===== src/rtl/baccarat_hand_datapath_if.sv =====
// Card/score bus between the baccarat hand datapath (slave) and the
// statemachine (master) that drives the deal and load strobes.
interface baccarat_hand_datapath_if #(
    parameter int CARD_W = 4
);
    logic              deal_en;
    logic              load_pcard1;
    logic              load_pcard2;
    logic              load_pcard3;
    logic              load_dcard1;
    logic              load_dcard2;
    logic              load_dcard3;
    logic [CARD_W-1:0] new_card;
    logic [CARD_W-1:0] pcard1;
    logic [CARD_W-1:0] pcard2;
    logic [CARD_W-1:0] pcard3;
    logic [CARD_W-1:0] dcard1;
    logic [CARD_W-1:0] dcard2;
    logic [CARD_W-1:0] dcard3;
    logic [CARD_W-1:0] pscore;
    logic [CARD_W-1:0] dscore;
    logic [1:0]        pcount;
    logic [1:0]        dcount;
    logic              pnatural;
    logic              dnatural;

    modport master (
        output deal_en, load_pcard1, load_pcard2, load_pcard3,
               load_dcard1, load_dcard2, load_dcard3,
        input  new_card, pcard1, pcard2, pcard3, dcard1, dcard2, dcard3,
               pscore, dscore, pcount, dcount, pnatural, dnatural
    );

    modport slave (
        input  deal_en, load_pcard1, load_pcard2, load_pcard3,
               load_dcard1, load_dcard2, load_dcard3,
        output new_card, pcard1, pcard2, pcard3, dcard1, dcard2, dcard3,
               pscore, dscore, pcount, dcount, pnatural, dnatural
    );
endinterface


===== src/rtl/baccarat_hand_datapath.sv =====
// Baccarat hand datapath: deal counter, six card slots, and combinational
// score / count / natural-hand decode for player and dealer.
module baccarat_hand_datapath #(
    parameter int CARD_W   = 4,
    parameter int CARD_MAX = 13
) (
    input  logic                     slow_clock,
    input  logic                     resetb,
    baccarat_hand_datapath_if.slave  bus
);

    // Slots 0..2 are player cards 1..3, slots 3..5 dealer cards 1..3.
    logic [CARD_W-1:0] card_q [6];
    logic [CARD_W-1:0] card_d [6];
    logic [CARD_W-1:0] new_card_q;
    logic [CARD_W-1:0] new_card_d;
    logic [5:0]        load;

    function automatic logic [4:0] card_value(input logic [CARD_W-1:0] c);
        if (c >= CARD_W'(1) && c <= CARD_W'(9)) begin
            return 5'(c);
        end
        return 5'd0;
    endfunction

    // Sum of three values is at most 27, so two conditional subtractions give mod 10.
    function automatic logic [CARD_W-1:0] hand_score(input logic [CARD_W-1:0] a,
                                                      input logic [CARD_W-1:0] b,
                                                      input logic [CARD_W-1:0] c);
        logic [4:0] sum;
        sum = card_value(a) + card_value(b) + card_value(c);
        if (sum >= 5'd20) begin
            sum = sum - 5'd20;
        end else if (sum >= 5'd10) begin
            sum = sum - 5'd10;
        end
        return CARD_W'(sum);
    endfunction

    function automatic logic [1:0] hand_count(input logic [CARD_W-1:0] a,
                                               input logic [CARD_W-1:0] b,
                                               input logic [CARD_W-1:0] c);
        return {1'b0, a != '0} + {1'b0, b != '0} + {1'b0, c != '0};
    endfunction

    assign load = {bus.load_dcard3, bus.load_dcard2, bus.load_dcard1,
                   bus.load_pcard3, bus.load_pcard2, bus.load_pcard1};

    always_comb begin
        new_card_d = new_card_q;
        if (bus.deal_en) begin
            new_card_d = (new_card_q >= CARD_W'(CARD_MAX)) ? CARD_W'(1)
                                                           : new_card_q + 1'b1;
        end
    end

    // All slots capture the pre-advance counter value; no arbitration between loads.
    always_comb begin
        for (int i = 0; i < 6; i++) begin
            card_d[i] = load[i] ? new_card_q : card_q[i];
        end
    end

    always_ff @(posedge slow_clock) begin
        if (resetb) begin
            new_card_q <= CARD_W'(1);
            for (int i = 0; i < 6; i++) begin
                card_q[i] <= '0;
            end
        end else begin
            new_card_q <= new_card_d;
            for (int i = 0; i < 6; i++) begin
                card_q[i] <= card_d[i];
            end
        end
    end

    assign bus.new_card = new_card_q;
    assign bus.pcard1   = card_q[0];
    assign bus.pcard2   = card_q[1];
    assign bus.pcard3   = card_q[2];
    assign bus.dcard1   = card_q[3];
    assign bus.dcard2   = card_q[4];
    assign bus.dcard3   = card_q[5];

    assign bus.pscore = hand_score(card_q[0], card_q[1], card_q[2]);
    assign bus.dscore = hand_score(card_q[3], card_q[4], card_q[5]);
    assign bus.pcount = hand_count(card_q[0], card_q[1], card_q[2]);
    assign bus.dcount = hand_count(card_q[3], card_q[4], card_q[5]);

    // A natural needs exactly two cards and an empty third slot.
    assign bus.pnatural = (bus.pcount == 2'd2) && (bus.pscore >= CARD_W'(8)) && (card_q[2] == '0);
    assign bus.dnatural = (bus.dcount == 2'd2) && (bus.dscore >= CARD_W'(8)) && (card_q[5] == '0);

endmodule


===== src/flat_wrapper.sv =====
// flat-port wrapper written by rule: the top's interface ports become plain ports
module baccarat_hand_datapath_flat 
#(
    parameter int CARD_W   = 4,
    parameter int CARD_MAX = 13
)
  (slow_clock, resetb, bus_deal_en, bus_load_pcard1, bus_load_pcard2, bus_load_pcard3, bus_load_dcard1, bus_load_dcard2, bus_load_dcard3, bus_new_card, bus_pcard1, bus_pcard2, bus_pcard3, bus_dcard1, bus_dcard2, bus_dcard3, bus_pscore, bus_dscore, bus_pcount, bus_dcount, bus_pnatural, bus_dnatural);
  baccarat_hand_datapath_if #(.CARD_W(CARD_W)) bus_i ();
  input  logic slow_clock;
  input  logic resetb;
  input wire logic [$bits(bus_i.deal_en)-1:0] bus_deal_en;
  input wire logic [$bits(bus_i.load_pcard1)-1:0] bus_load_pcard1;
  input wire logic [$bits(bus_i.load_pcard2)-1:0] bus_load_pcard2;
  input wire logic [$bits(bus_i.load_pcard3)-1:0] bus_load_pcard3;
  input wire logic [$bits(bus_i.load_dcard1)-1:0] bus_load_dcard1;
  input wire logic [$bits(bus_i.load_dcard2)-1:0] bus_load_dcard2;
  input wire logic [$bits(bus_i.load_dcard3)-1:0] bus_load_dcard3;
  output wire logic [$bits(bus_i.new_card)-1:0] bus_new_card;
  output wire logic [$bits(bus_i.pcard1)-1:0] bus_pcard1;
  output wire logic [$bits(bus_i.pcard2)-1:0] bus_pcard2;
  output wire logic [$bits(bus_i.pcard3)-1:0] bus_pcard3;
  output wire logic [$bits(bus_i.dcard1)-1:0] bus_dcard1;
  output wire logic [$bits(bus_i.dcard2)-1:0] bus_dcard2;
  output wire logic [$bits(bus_i.dcard3)-1:0] bus_dcard3;
  output wire logic [$bits(bus_i.pscore)-1:0] bus_pscore;
  output wire logic [$bits(bus_i.dscore)-1:0] bus_dscore;
  output wire logic [$bits(bus_i.pcount)-1:0] bus_pcount;
  output wire logic [$bits(bus_i.dcount)-1:0] bus_dcount;
  output wire logic [$bits(bus_i.pnatural)-1:0] bus_pnatural;
  output wire logic [$bits(bus_i.dnatural)-1:0] bus_dnatural;
  assign bus_i.deal_en = bus_deal_en;
  assign bus_i.load_pcard1 = bus_load_pcard1;
  assign bus_i.load_pcard2 = bus_load_pcard2;
  assign bus_i.load_pcard3 = bus_load_pcard3;
  assign bus_i.load_dcard1 = bus_load_dcard1;
  assign bus_i.load_dcard2 = bus_load_dcard2;
  assign bus_i.load_dcard3 = bus_load_dcard3;
  assign bus_new_card = bus_i.new_card;
  assign bus_pcard1 = bus_i.pcard1;
  assign bus_pcard2 = bus_i.pcard2;
  assign bus_pcard3 = bus_i.pcard3;
  assign bus_dcard1 = bus_i.dcard1;
  assign bus_dcard2 = bus_i.dcard2;
  assign bus_dcard3 = bus_i.dcard3;
  assign bus_pscore = bus_i.pscore;
  assign bus_dscore = bus_i.dscore;
  assign bus_pcount = bus_i.pcount;
  assign bus_dcount = bus_i.dcount;
  assign bus_pnatural = bus_i.pnatural;
  assign bus_dnatural = bus_i.dnatural;
  baccarat_hand_datapath #(.CARD_W(CARD_W), .CARD_MAX(CARD_MAX)) u_core (.slow_clock(slow_clock), .resetb(resetb), .bus(bus_i));
endmodule

===== config.mk =====
export PLATFORM = sky130hd
export DESIGN_NAME = baccarat_hand_datapath_flat
export DESIGN_NICKNAME = d
export VERILOG_FILES = /design/src/rtl/baccarat_hand_datapath_if.sv /design/src/rtl/baccarat_hand_datapath.sv /design/src/flat_wrapper.sv
export SDC_FILE = /design/constraint.sdc
export NUM_CORES = 1
export LEC_CHECK = 0
export BUFFER_PORTS_ARGS = -buffer_cell sky130_fd_sc_hd__buf_2
export CAP_MARGIN = 10
export CORE_AREA = 2 2 76 71
export DETAILED_ROUTE_END_ITERATION = 10
export DIE_AREA = 0 0 78 73
export GPL_TIMING_DRIVEN = 0
export PLACE_DENSITY = 0.79
export SKIP_LAST_GASP = 1
export SLEW_MARGIN = 30
export SYNTH_ARGS = -nofsm -noshare
export SYNTH_HDL_FRONTEND = slang
export SYNTH_SLANG_ARGS = --single-unit

===== constraint.sdc =====
create_clock -name slow_clock -period 4.1 [get_ports slow_clock]
set_input_delay 0.205 -clock slow_clock [delete_from_list [all_inputs] [get_ports slow_clock]]
set_output_delay 0.205 -clock slow_clock [all_outputs]
set_load 0.01 [all_outputs]

==> summary.md, run 1 <==
Global route
- **global-route wire length before repair** 7480 um
- **global-route usage over all layers** 16.2%
- **via count of the first global-routing pass** 1633
- **maximum number of pins on one net before global-route repair** 16
- **remaining global-route overflow** 0
- **initial antenna violation count** 0

Yosys
- **number of flops mapped to enable cells by yosys** 0
- **most instantiated flip-flop cell in the synthesis netlist** sky130_fd_sc_hd__dfxtp_1
- **Synth Warn #** 0
- **asr flop ratio synth** 0%
- **number of different library cells in the post-synthesis netlist** 35
- **number of instances in the synthesized netlist** 234
- **mean area per synthesized cell** 9.22 um2
- **Mapped Nets** 270
- **Post-Synthesis Cell Area** 2160 um2
- **part of the Yosys area used for sequential elements** 26.0%
- **total of flip-flops plus latches after synthesis** 28

STA
- **number of max-slew violations in the final report** 0
- **achievable frequency** 259 MHz
- **clock period minus worst slack** 3.85 ns
- **setup tns final** 0 ns
- **final setup skew** 0.00454 ns
- **final setup slack of the worst path** 0.246 ns
- **hold violation count in the final report** 0
- **Worst-Margin Slew** 0.514 ns
- **setup repair after global routing missed its margin** false
- **share of the clock period used by the worst path after layout** 94.0%
- **final-report setup violation count** 0
- **worst-case headroom to the max-slew limit** 65.7%
- **worst hold slack** 0.244 ns

Cells and area
- **Area growth syn-to-layout** 16.4%
- **number of nets in the layout** 318
- **fraction of the core area covered by cells at the end of the flow** 50.2%
- **footprint of the flip-flops and latches** 561 um2
- **footprint of the multi-input gates** 1490 um2
- **count of inserted antenna diode cells** 0
- **non-filler cells, final** 348
- **fill cell instance count of the final layout** 486
- **share of layout cells above drive strength 1** 19.9%

CTS
- **CTS buffer count** 3
- **clock tree root buffer cell** sky130_fd_sc_hd__clkbuf_8
- **CTS Sinks** 28
- **total number of H-tree levels** 1
- **Post-CTS Hold Buffers** 0
- **CTS tree** yes
- **Clock Path Buffers** 2
- **post-CTS repair timing setup buffer count** 0
- **post-cts sizing count** 0
- **clock transition at the registers of the reported paths** 0.09 ns
- **clock latency at the later pin of the worst-skew pair** 0.28 ns

Place
- **DP HPWL** 3670 um
- **placed instance count** 344
- **worst slack, placed** 0.573 ns
- **global placement routability congestion** 0.847
- **count of input and output buffers** 43

Routing
- **Routed wire per std cell** 13.4 um
- **Initial DRC Count** 42
- **number of remaining DRC errors** 0
- **number of detailed-route iterations in the first pass** 4
- **routed vias/inst** 5.19
- **number of nets with antenna violations after routing** 0
- **via count** 1807
- **routed wire length** 4660 um

Setup path
- **category of the most critical setup path** register to primary output
- **crit path capture type** primary output
- **critical path depth** 12
- **nature of the critical path startpoint** register
- **sequence of cells on the critical path** o21ai_0, and2_1, fa_1, ha_1, fa_1, inv_1, ha_1, inv_1, o211ai_1, a211o_1, a2111oi_2, buf_2
- **Crit path largest cell delay** 0.61 ns
- **number of buffer and inverter instances along the worst setup path** 3
- **Max FO, Critical Path** 7
- **critical path data required time** 3.89 ns
- **category of cells accounting for the largest share of critical-path delay** adder cells
- **worst r2r path cells** 6
- **crit path DAT** 3.65 ns
- **Max stage delay cell, worst path** sky130_fd_sc_hd__fa_1

Floorplanning
- **Die X** 78 um
- **core footprint** 5000 um2
- **Rows** 25
- **area enclosed by the die boundary** 5690 um2
- **num ports** 51
- **initial cell density of the core** 43.1%
- **height of the die** 73 um

Run status
- **result of the run** finished, final reports clean

Job
- **number of violations of the max-capacitance limit** 0

Min path
- **Min-Delay Path Class** input pin to register
- **number of cells on the worst hold path** 3

Power
- **pwr/cell area** 302 nW/um2
- **leak pwr** 1.24 nW
- **Worst IR Drop VDD** 0.205 mV

stage by stage:
step           power, mW  area [um2]
3_3_place_gp       0.581        2460
4_1_cts            0.757        2510
2_1_floorplan      0.511        2160
6_report           0.757        2510
5_1_grt            0.802        2510
3_5_place_dp       0.591        2460
sequential cells by signal, indices dropped and copies added (netlist names):
name	cells
u_core.card_q	24
u_core.bus.new_card	4
cell usage after synthesis, types with 5 or more instances:
master                      n  area share [%]
sky130_fd_sc_hd__fa_1      12              11
sky130_fd_sc_hd__o211ai_1   6             2.1
sky130_fd_sc_hd__clkbuf_1  13             2.3
sky130_fd_sc_hd__o21ai_0    8             1.9
sky130_fd_sc_hd__nand2_1    5            0.87
sky130_fd_sc_hd__nor2b_1   14             4.1
sky130_fd_sc_hd__nor3b_1    6             2.1
sky130_fd_sc_hd__ha_1      15             8.7
sky130_fd_sc_hd__or4_1      8             2.8
sky130_fd_sc_hd__nor2_1    29             5.0
sky130_fd_sc_hd__dfxtp_1   28              26
sky130_fd_sc_hd__inv_1     12             2.1
sky130_fd_sc_hd__mux2i_1   25              12
sky130_fd_sc_hd__and2_1     6             1.7
final timing paths:
| check | from | end | slack, ns |
|---|---|---|---|
| min reg2reg | u_core.card_q[0][4]$_SDFFE_PP0P_ | u_core.card_q[0][4]$_SDFFE_PP0P_ | 0.54 |
| max reg2reg | u_core.bus.new_card[1]$_SDFFE_PP0P_ | u_core.bus.new_card[0]$_SDFFE_PP1P_ | 2.37 |
| max | u_core.card_q[0][11]$_SDFFE_PP0P_ | bus_pnatural | 0.25 |
| min | bus_deal_en | u_core.bus.new_card[0]$_SDFFE_PP1P_ | 0.24 |
worst reg2reg max path: cells and delay by family (launching register included):
| family | cells | cell delay, ns |
|---|---|---|
| flops | 1 | 0.37 |
| compound gates | 1 | 0.28 |
| simple gates | 2 | 0.28 |
| fa+ha+maj | 1 | 0.20 |
| buf+inv | 2 | 0.51 |
cell families (layout without fill, tap and decap cells):
kind of cell               count (synthesis)  after routing  share of synthesized area, %
buffers and inverters                     27             74                          5.10
AOI/OAI and AO/OA                         35             35                          13.1
and+or+nand+nor                           85             85                          21.2
muxes                                     25             25                          11.6
DFF                                       28             28                          26.0
xor gates and xnor gates                   7              7                          3.19
adders and majority gates                 27             27                          19.8
cell usage in the layout, fill, tap and decap left out, types with 3 or more instances in the layout:
master / netlist / routed
sky130_fd_sc_hd__buf_2: 1 / 44
sky130_fd_sc_hd__nor2_1: 29 / 29
sky130_fd_sc_hd__dfxtp_1: 28 / 28
sky130_fd_sc_hd__mux2i_1: 25 / 25
sky130_fd_sc_hd__ha_1: 15 / 15
sky130_fd_sc_hd__nor2b_1: 14 / 14
sky130_fd_sc_hd__clkbuf_1: 13 / 13
sky130_fd_sc_hd__inv_1: 12 / 12
sky130_fd_sc_hd__fa_1: 12 / 12
sky130_fd_sc_hd__o21ai_0: 8 / 8
sky130_fd_sc_hd__or4_1: 8 / 8
sky130_fd_sc_hd__nor3b_1: 6 / 6
sky130_fd_sc_hd__and2_1: 6 / 6
sky130_fd_sc_hd__o211ai_1: 6 / 6
sky130_fd_sc_hd__nand2_1: 5 / 5
sky130_fd_sc_hd__nand3_1: 4 / 4
sky130_fd_sc_hd__nand2b_1: 4 / 4
sky130_fd_sc_hd__a2111oi_2: 4 / 4
sky130_fd_sc_hd__a211o_1: 4 / 4
sky130_fd_sc_hd__clkbuf_8: 0 / 4
sky130_fd_sc_hd__xnor2_1: 3 / 3
sky130_fd_sc_hd__xor2_1: 3 / 3
cell type report:
class / instances / area share [%]
plain buffers: 15 / 2.59
well taps: 67 / 3.34
inverters: 12 / 1.79
clock buffers: 4 / 2.19
flip-flops and latches: 28 / 22.3
multi-input cells: 179 / 59.2
repair buffers: 43 / 8.57
metal layers:
metal	GRT usage, %	wire length (um)	share of wire, %	vias up
met5	0	0	0	-
met3	2.10	134	2.9	5
met1	21.9	2220	48	863
met4	4.68	48	1.0	0
met2	27.5	2260	48	33
li1	-	-	-	906
where the power goes:
part | switching (mW) | internal [mW] | leakage, nW
logic | 0.162 | 0.122 | 0.980
registers | 0.0157 | 0.286 | 0.229
clock network | 0.0846 | 0.0861 | 0.0288
No activity file was read; power rests on OpenSTA's default activity.
==> run 2, diff against run 1 <==
--- a/config.mk
+++ b/config.mk
@@ -13,4 +13,5 @@
 export GPL_TIMING_DRIVEN = 0
 export PLACE_DENSITY = 0.79
+export REMOVE_ABC_BUFFERS = 1
 export SKIP_LAST_GASP = 1
 export SLEW_MARGIN = 30
==> constraint.sdc (replaced) <==
create_clock -name slow_clock -period 4.1 [get_ports slow_clock]
set_input_delay 0.205 -clock slow_clock [delete_from_list [all_inputs] [get_ports slow_clock]]
set_output_delay 0.205 -clock slow_clock [all_outputs]
set_load 0.005 [all_outputs]
==> summary.md, run 2 (same netlist as run 1, synthesis figures left out) <==
CTS
- **clock latency at the later pin of the worst-skew pair** 0.27 ns
- **Post-CTS Hold Buffers** 0
- **clock tree root buffer cell** sky130_fd_sc_hd__clkbuf_8
- **CTS tree** yes
- **Clock Path Buffers** 2
- **clock transition at the registers of the reported paths** 0.09 ns
- **CTS Sinks** 28
- **CTS buffer count** 3
- **post-CTS repair timing setup buffer count** 0
- **total number of H-tree levels** 1
- **post-cts sizing count** 0

Routing
- **routed vias/inst** 5.22
- **wire length on met3** 85 um
- **number of nets with antenna violations after routing** 0
- **number of detailed-route iterations in the first pass** 4
- **met2 routed WL** 2210 um
- **via count** 1774
- **number of remaining DRC errors** 0
- **routed wire length** 4500 um
- **Initial DRC Count** 57
- **top layer used by detailed routing** met4
- **Metal-1 WL** 2190 um
- **Routed wire per std cell** 13.2 um

Floorplanning
- **area enclosed by the die boundary** 5690 um2
- **Die X** 78 um
- **initial cell density of the core** 43.1%
- **num ports** 51
- **height of the die** 73 um
- **Rows** 25
- **core footprint** 5000 um2

Setup path
- **Max stage delay cell, worst path** sky130_fd_sc_hd__fa_1
- **launching instance or port of the critical path** u_core.card_q[0][23]$_SDFFE_PP0P_
- **category of cells accounting for the largest share of critical-path delay** adder cells
- **number of buffer and inverter instances along the worst setup path** 3
- **r2r startpoint** u_core.bus.new_card[1]$_SDFFE_PP0P_
- **sequence of cells on the critical path** o21ai_0, and2_1, fa_1, ha_1, fa_1, inv_1, ha_1, inv_1, o211ai_1, a211o_1, a2111oi_2, buf_2
- **Max FO, Critical Path** 7
- **Crit path largest cell delay** 0.60 ns
- **critical path data required time** 3.89 ns
- **category of the most critical setup path** register to primary output
- **nature of the critical path startpoint** register
- **crit path capture type** primary output
- **crit path DAT** 3.59 ns

Cells and area
- **number of nets in the layout** 310
- **share of layout cells above drive strength 1** 22.3%
- **commonest cells after routing, fill and taps aside** 50 x sky130_fd_sc_hd__buf_2, 29 x sky130_fd_sc_hd__nor2_1, 28 x sky130_fd_sc_hd__dfxtp_1
- **most common cell after layout, fill and taps aside** sky130_fd_sc_hd__buf_2
- **Largest register FFs** 24
- **fraction of the core area covered by cells at the end of the flow** 49.9%
- **count of inserted antenna diode cells** 0
- **Top reg by flops** u_core.card_q
- **Area growth syn-to-layout** 15.8%
- **fill cell instance count of the final layout** 498

Power
- **leak pwr** 1.25 nW
- **Worst IR Drop VDD** 0.203 mV
- **pwr/cell area** 311 nW/um2

Place
- **count of input and output buffers** 50
- **global placement routability congestion** 0.881
- **DP HPWL** 3510 um

STA
- **final-report setup violation count** 0
- **clock period minus worst slack** 3.80 ns
- **hold violation count in the final report** 0
- **achievable frequency** 263 MHz
- **Worst-Margin Slew** 0.504 ns
- **final setup skew** 0.00544 ns
- **number of max-slew violations in the final report** 0
- **worst-case headroom to the max-slew limit** 66.3%
- **setup repair after global routing missed its margin** false
- **setup tns final** 0 ns
- **share of the clock period used by the worst path after layout** 92.6%

Min path
- **startpoint of the lowest-slack hold path** bus_deal_en
- **Min-Delay Path Class** input pin to register

Global route
- **global-route wire length before repair** 7600 um
- **remaining global-route overflow** 0
- **initial antenna violation count** 0
- **global-route usage over all layers** 16.2%
- **via count of the first global-routing pass** 1630
- **maximum number of pins on one net before global-route repair** 26

Run status
- **result of the run** finished, final reports clean

Job
- **number of violations of the max-capacitance limit** 0

run 2: changes by cell type in the layout (fill, tap and decap cells not counted):
cell	before	now
sky130_fd_sc_hd__buf_2	44	50
sky130_fd_sc_hd__buf_6	1	0
sky130_fd_sc_hd__bufinv_16	0	1
sky130_fd_sc_hd__clkbuf_1	13	0
sky130_fd_sc_hd__clkbuf_8	4	3
run 2: layout make-up:
type	count	area, um2	area share, %
Clock buffer	3	41.3	1.65
Timing Repair Buffer	50	250	10.0
Inverter	12	45.0	1.80
Clock inverter	1	30.0	1.20
Multi-Input combinational cell	179	1490	59.5
Tap cell	67	83.8	3.36
Sequential cell	28	561	22.4
run 2: metrics by stage:
| stage | std cells | power, mW | hold WS (ns) | area, um2 | setup slack (ns) |
|---|---|---|---|---|---|
| 2_1_floorplan | 219 | 0.483 | 0.277 | 2090 | 0.971 |
| 4_1_cts | 340 | 0.785 | 0.244 | 2500 | 0.292 |
| 3_3_place_gp | 336 | 0.562 | 0.509 | 2430 | 0.670 |
| 3_5_place_dp | 336 | 0.571 | 0.524 | 2430 | 0.614 |
| 6_report | 340 | 0.776 | 0.245 | 2500 | 0.301 |
| 5_1_grt | 340 | 0.831 | 0.256 | 2500 | 0.0153 |
run 2: report_power, final:
part	total (mW)	switching, mW	leakage [nW]	internal, mW
Combinational	0.253	0.133	0.983	0.120
Clock	0.212	0.0814	0.0357	0.131
Sequential	0.311	0.0244	0.229	0.286
Total	0.776	0.239	1.25	0.537
run 2: worst reg2reg max path, delay by kind of cell, from the launching register on:
kind | cells | cell delay [ns]
buffers and inverters | 1 | 0.12
AOI/OAI and AO/OA | 1 | 0.27
adders and majority gates | 1 | 0.20
and+or+nand+nor | 2 | 0.29
DFF | 1 | 0.61
run 2: worst paths after layout:
check | depth (start not counted) | endpoint | slack (ns)
max | 12 | bus_dnatural | 0.30
min | 3 | u_core.bus.new_card[0]$_SDFFE_PP1P_ | 0.24
max reg2reg | 5 | u_core.bus.new_card[0]$_SDFFE_PP1P_ | 2.51
min reg2reg | 2 | u_core.card_q[0][4]$_SDFFE_PP0P_ | 0.54
run 2: metal layers:
metal	track usage [%]	vias to the layer above
met3	1.61	2
met5	0	-
met1	22.3	854
met2	28.1	24
met4	2.73	0
li1	-	894
==> run 3, diff against run 2 <==
- RECOVER_POWER: unset -> 50
==> summary.md, run 3 (same netlist as run 1, synthesis figures left out) <==
Run status
- **result of the run** finished, final reports clean

Setup path
- **nature of the critical path startpoint** register
- **Max FO, Critical Path** 7
- **sequence of cells on the critical path** o21ai_0, and2_1, fa_1, ha_1, fa_1, inv_1, ha_1, inv_1, o211ai_1, a211o_1, a2111oi_2, buf_2
- **category of the most critical setup path** register to primary output
- **Max stage delay cell, worst path** sky130_fd_sc_hd__fa_1
- **crit path DAT** 3.59 ns
- **critical path data required time** 3.89 ns
- **Crit path largest cell delay** 0.60 ns
- **crit path capture type** primary output

Floorplanning
- **area enclosed by the die boundary** 5690 um2
- **height of the die** 73 um
- **Rows** 25
- **num ports** 51
- **Die X** 78 um
- **initial cell density of the core** 43.1%
- **core footprint** 5000 um2

CTS
- **clock latency at the later pin of the worst-skew pair** 0.27 ns
- **post-CTS repair timing setup buffer count** 0
- **CTS tree** yes
- **CTS Sinks** 28
- **post-cts sizing count** 0
- **CTS buffer count** 3
- **total number of H-tree levels** 1
- **clock transition at the registers of the reported paths** 0.09 ns
- **Clock Path Buffers** 2
- **Post-CTS Hold Buffers** 0
- **clock tree root buffer cell** sky130_fd_sc_hd__clkbuf_8

Routing
- **Routed wire per std cell** 13.2 um
- **Initial DRC Count** 53
- **routed vias/inst** 5.20
- **number of remaining DRC errors** 0
- **routed wire length** 4500 um
- **number of detailed-route iterations in the first pass** 4
- **number of nets with antenna violations after routing** 0
- **via count** 1768

STA
- **setup tns final** 0 ns
- **achievable frequency** 263 MHz
- **share of the clock period used by the worst path after layout** 92.6%
- **Worst-Margin Slew** 0.509 ns
- **final-report setup violation count** 0
- **worst-case headroom to the max-slew limit** 66.0%
- **hold violation count in the final report** 0
- **clock period minus worst slack** 3.80 ns
- **final setup skew** 0.00482 ns
- **setup repair after global routing missed its margin** false
- **number of max-slew violations in the final report** 0

Global route
- **maximum number of pins on one net before global-route repair** 26
- **global-route wire length before repair** 7600 um
- **via count of the first global-routing pass** 1630
- **remaining global-route overflow** 0
- **initial antenna violation count** 0
- **global-route usage over all layers** 16.2%

Cells and area
- **non-filler cells, final** 340
- **most common cell after layout, fill and taps aside** sky130_fd_sc_hd__buf_2
- **footprint of the multi-input gates** 1490 um2
- **share of layout cells above drive strength 1** 20.1%
- **Area growth syn-to-layout** 15.4%
- **commonest cells after routing, fill and taps aside** 44 x sky130_fd_sc_hd__buf_2, 29 x sky130_fd_sc_hd__nor2_1, 28 x sky130_fd_sc_hd__dfxtp_1
- **number of nets in the layout** 310
- **Largest register FFs** 24
- **count of inserted antenna diode cells** 0
- **footprint of the flip-flops and latches** 561 um2
- **fill cell instance count of the final layout** 497
- **fraction of the core area covered by cells at the end of the flow** 49.8%
- **Top reg by flops** u_core.card_q
- **final cell area excluding filler cells** 2490 um2

Place
- **placed instance count** 336
- **count of input and output buffers** 50
- **DP HPWL** 3510 um
- **placed cell area** 2430 um2
- **global placement routability congestion** 0.881

Power
- **sequential cell fraction of total power** 40.2%
- **combinational share of power** 32.5%
- **net switching power** 0.239 mW
- **power share of the clock group** 27.3%
- **leak pwr** 1.22 nW
- **pwr/cell area** 311 nW/um2
- **P_int** 0.536 mW
- **Worst IR Drop VDD** 0.202 mV
- **overall power after layout** 0.775 mW
- **switching power share of the total** 30.8%

Min path
- **Min-Delay Path Class** input pin to register

Job
- **number of violations of the max-capacitance limit** 0

## run 3: final timing paths
check | slack (ns) | cells past startpoint | to | from
setup / recovery | 0.30 | 12 | bus_dnatural | u_core.card_q[0][23]$_SDFFE_PP0P_
hold / removal | 0.25 | 3 | u_core.bus.new_card[0]$_SDFFE_PP1P_ | bus_deal_en
setup reg to reg | 2.51 | 5 | u_core.bus.new_card[0]$_SDFFE_PP1P_ | u_core.bus.new_card[1]$_SDFFE_PP0P_
hold reg to reg | 0.55 | 2 | u_core.card_q[0][4]$_SDFFE_PP0P_ | u_core.card_q[0][4]$_SDFFE_PP0P_
## run 3: final cells by class
cell class | instances | area share, %
Clock inverter | 1 | 1.21
Tap cell | 67 | 3.37
Sequential cell | 28 | 22.5
Inverter | 12 | 1.81
Multi-Input combinational cell | 179 | 59.7
Timing Repair Buffer | 50 | 9.75
Clock buffer | 3 | 1.66
## run 3: stage by stage
stage                     setup WS (ns)  hold slack, ns
after floorplan                   0.971           0.277
after global placement            0.670           0.509
after detailed placement          0.614           0.524
after CTS                         0.292           0.244
after global routing             0.0153           0.256
final                             0.302           0.246
## run 3: per-layer routing
layer | track usage [%] | share of wire, % | vias to the layer above
met3 | 1.61 | 1.9 | 2
met2 | 28.1 | 49 | 22
li1 | - | - | 894
met1 | 22.3 | 49 | 850
met5 | 0 | 0 | -
met4 | 2.73 | 0.31 | 0
## run 3: worst max-delay path: cells and delay by family (launching register included)
| kind | cells | cell delay (ns) |
|---|---|---|
| fa+ha+maj | 4 | 1.52 |
| compound gates | 4 | 0.79 |
| flops | 1 | 0.42 |
| buf+inv | 3 | 0.38 |
| simple gates | 1 | 0.20 |
## run 3: power by group through the flow
stage | logic, mW | clock network (mW) | registers, mW
after global routing | 0.288 | 0.227 | 0.316
after CTS | 0.255 | 0.218 | 0.311
after detailed placement | 0.253 | 0 | 0.318
after floorplan | 0.171 | 0 | 0.311
after global placement | 0.246 | 0 | 0.317
final | 0.252 | 0.212 | 0.311
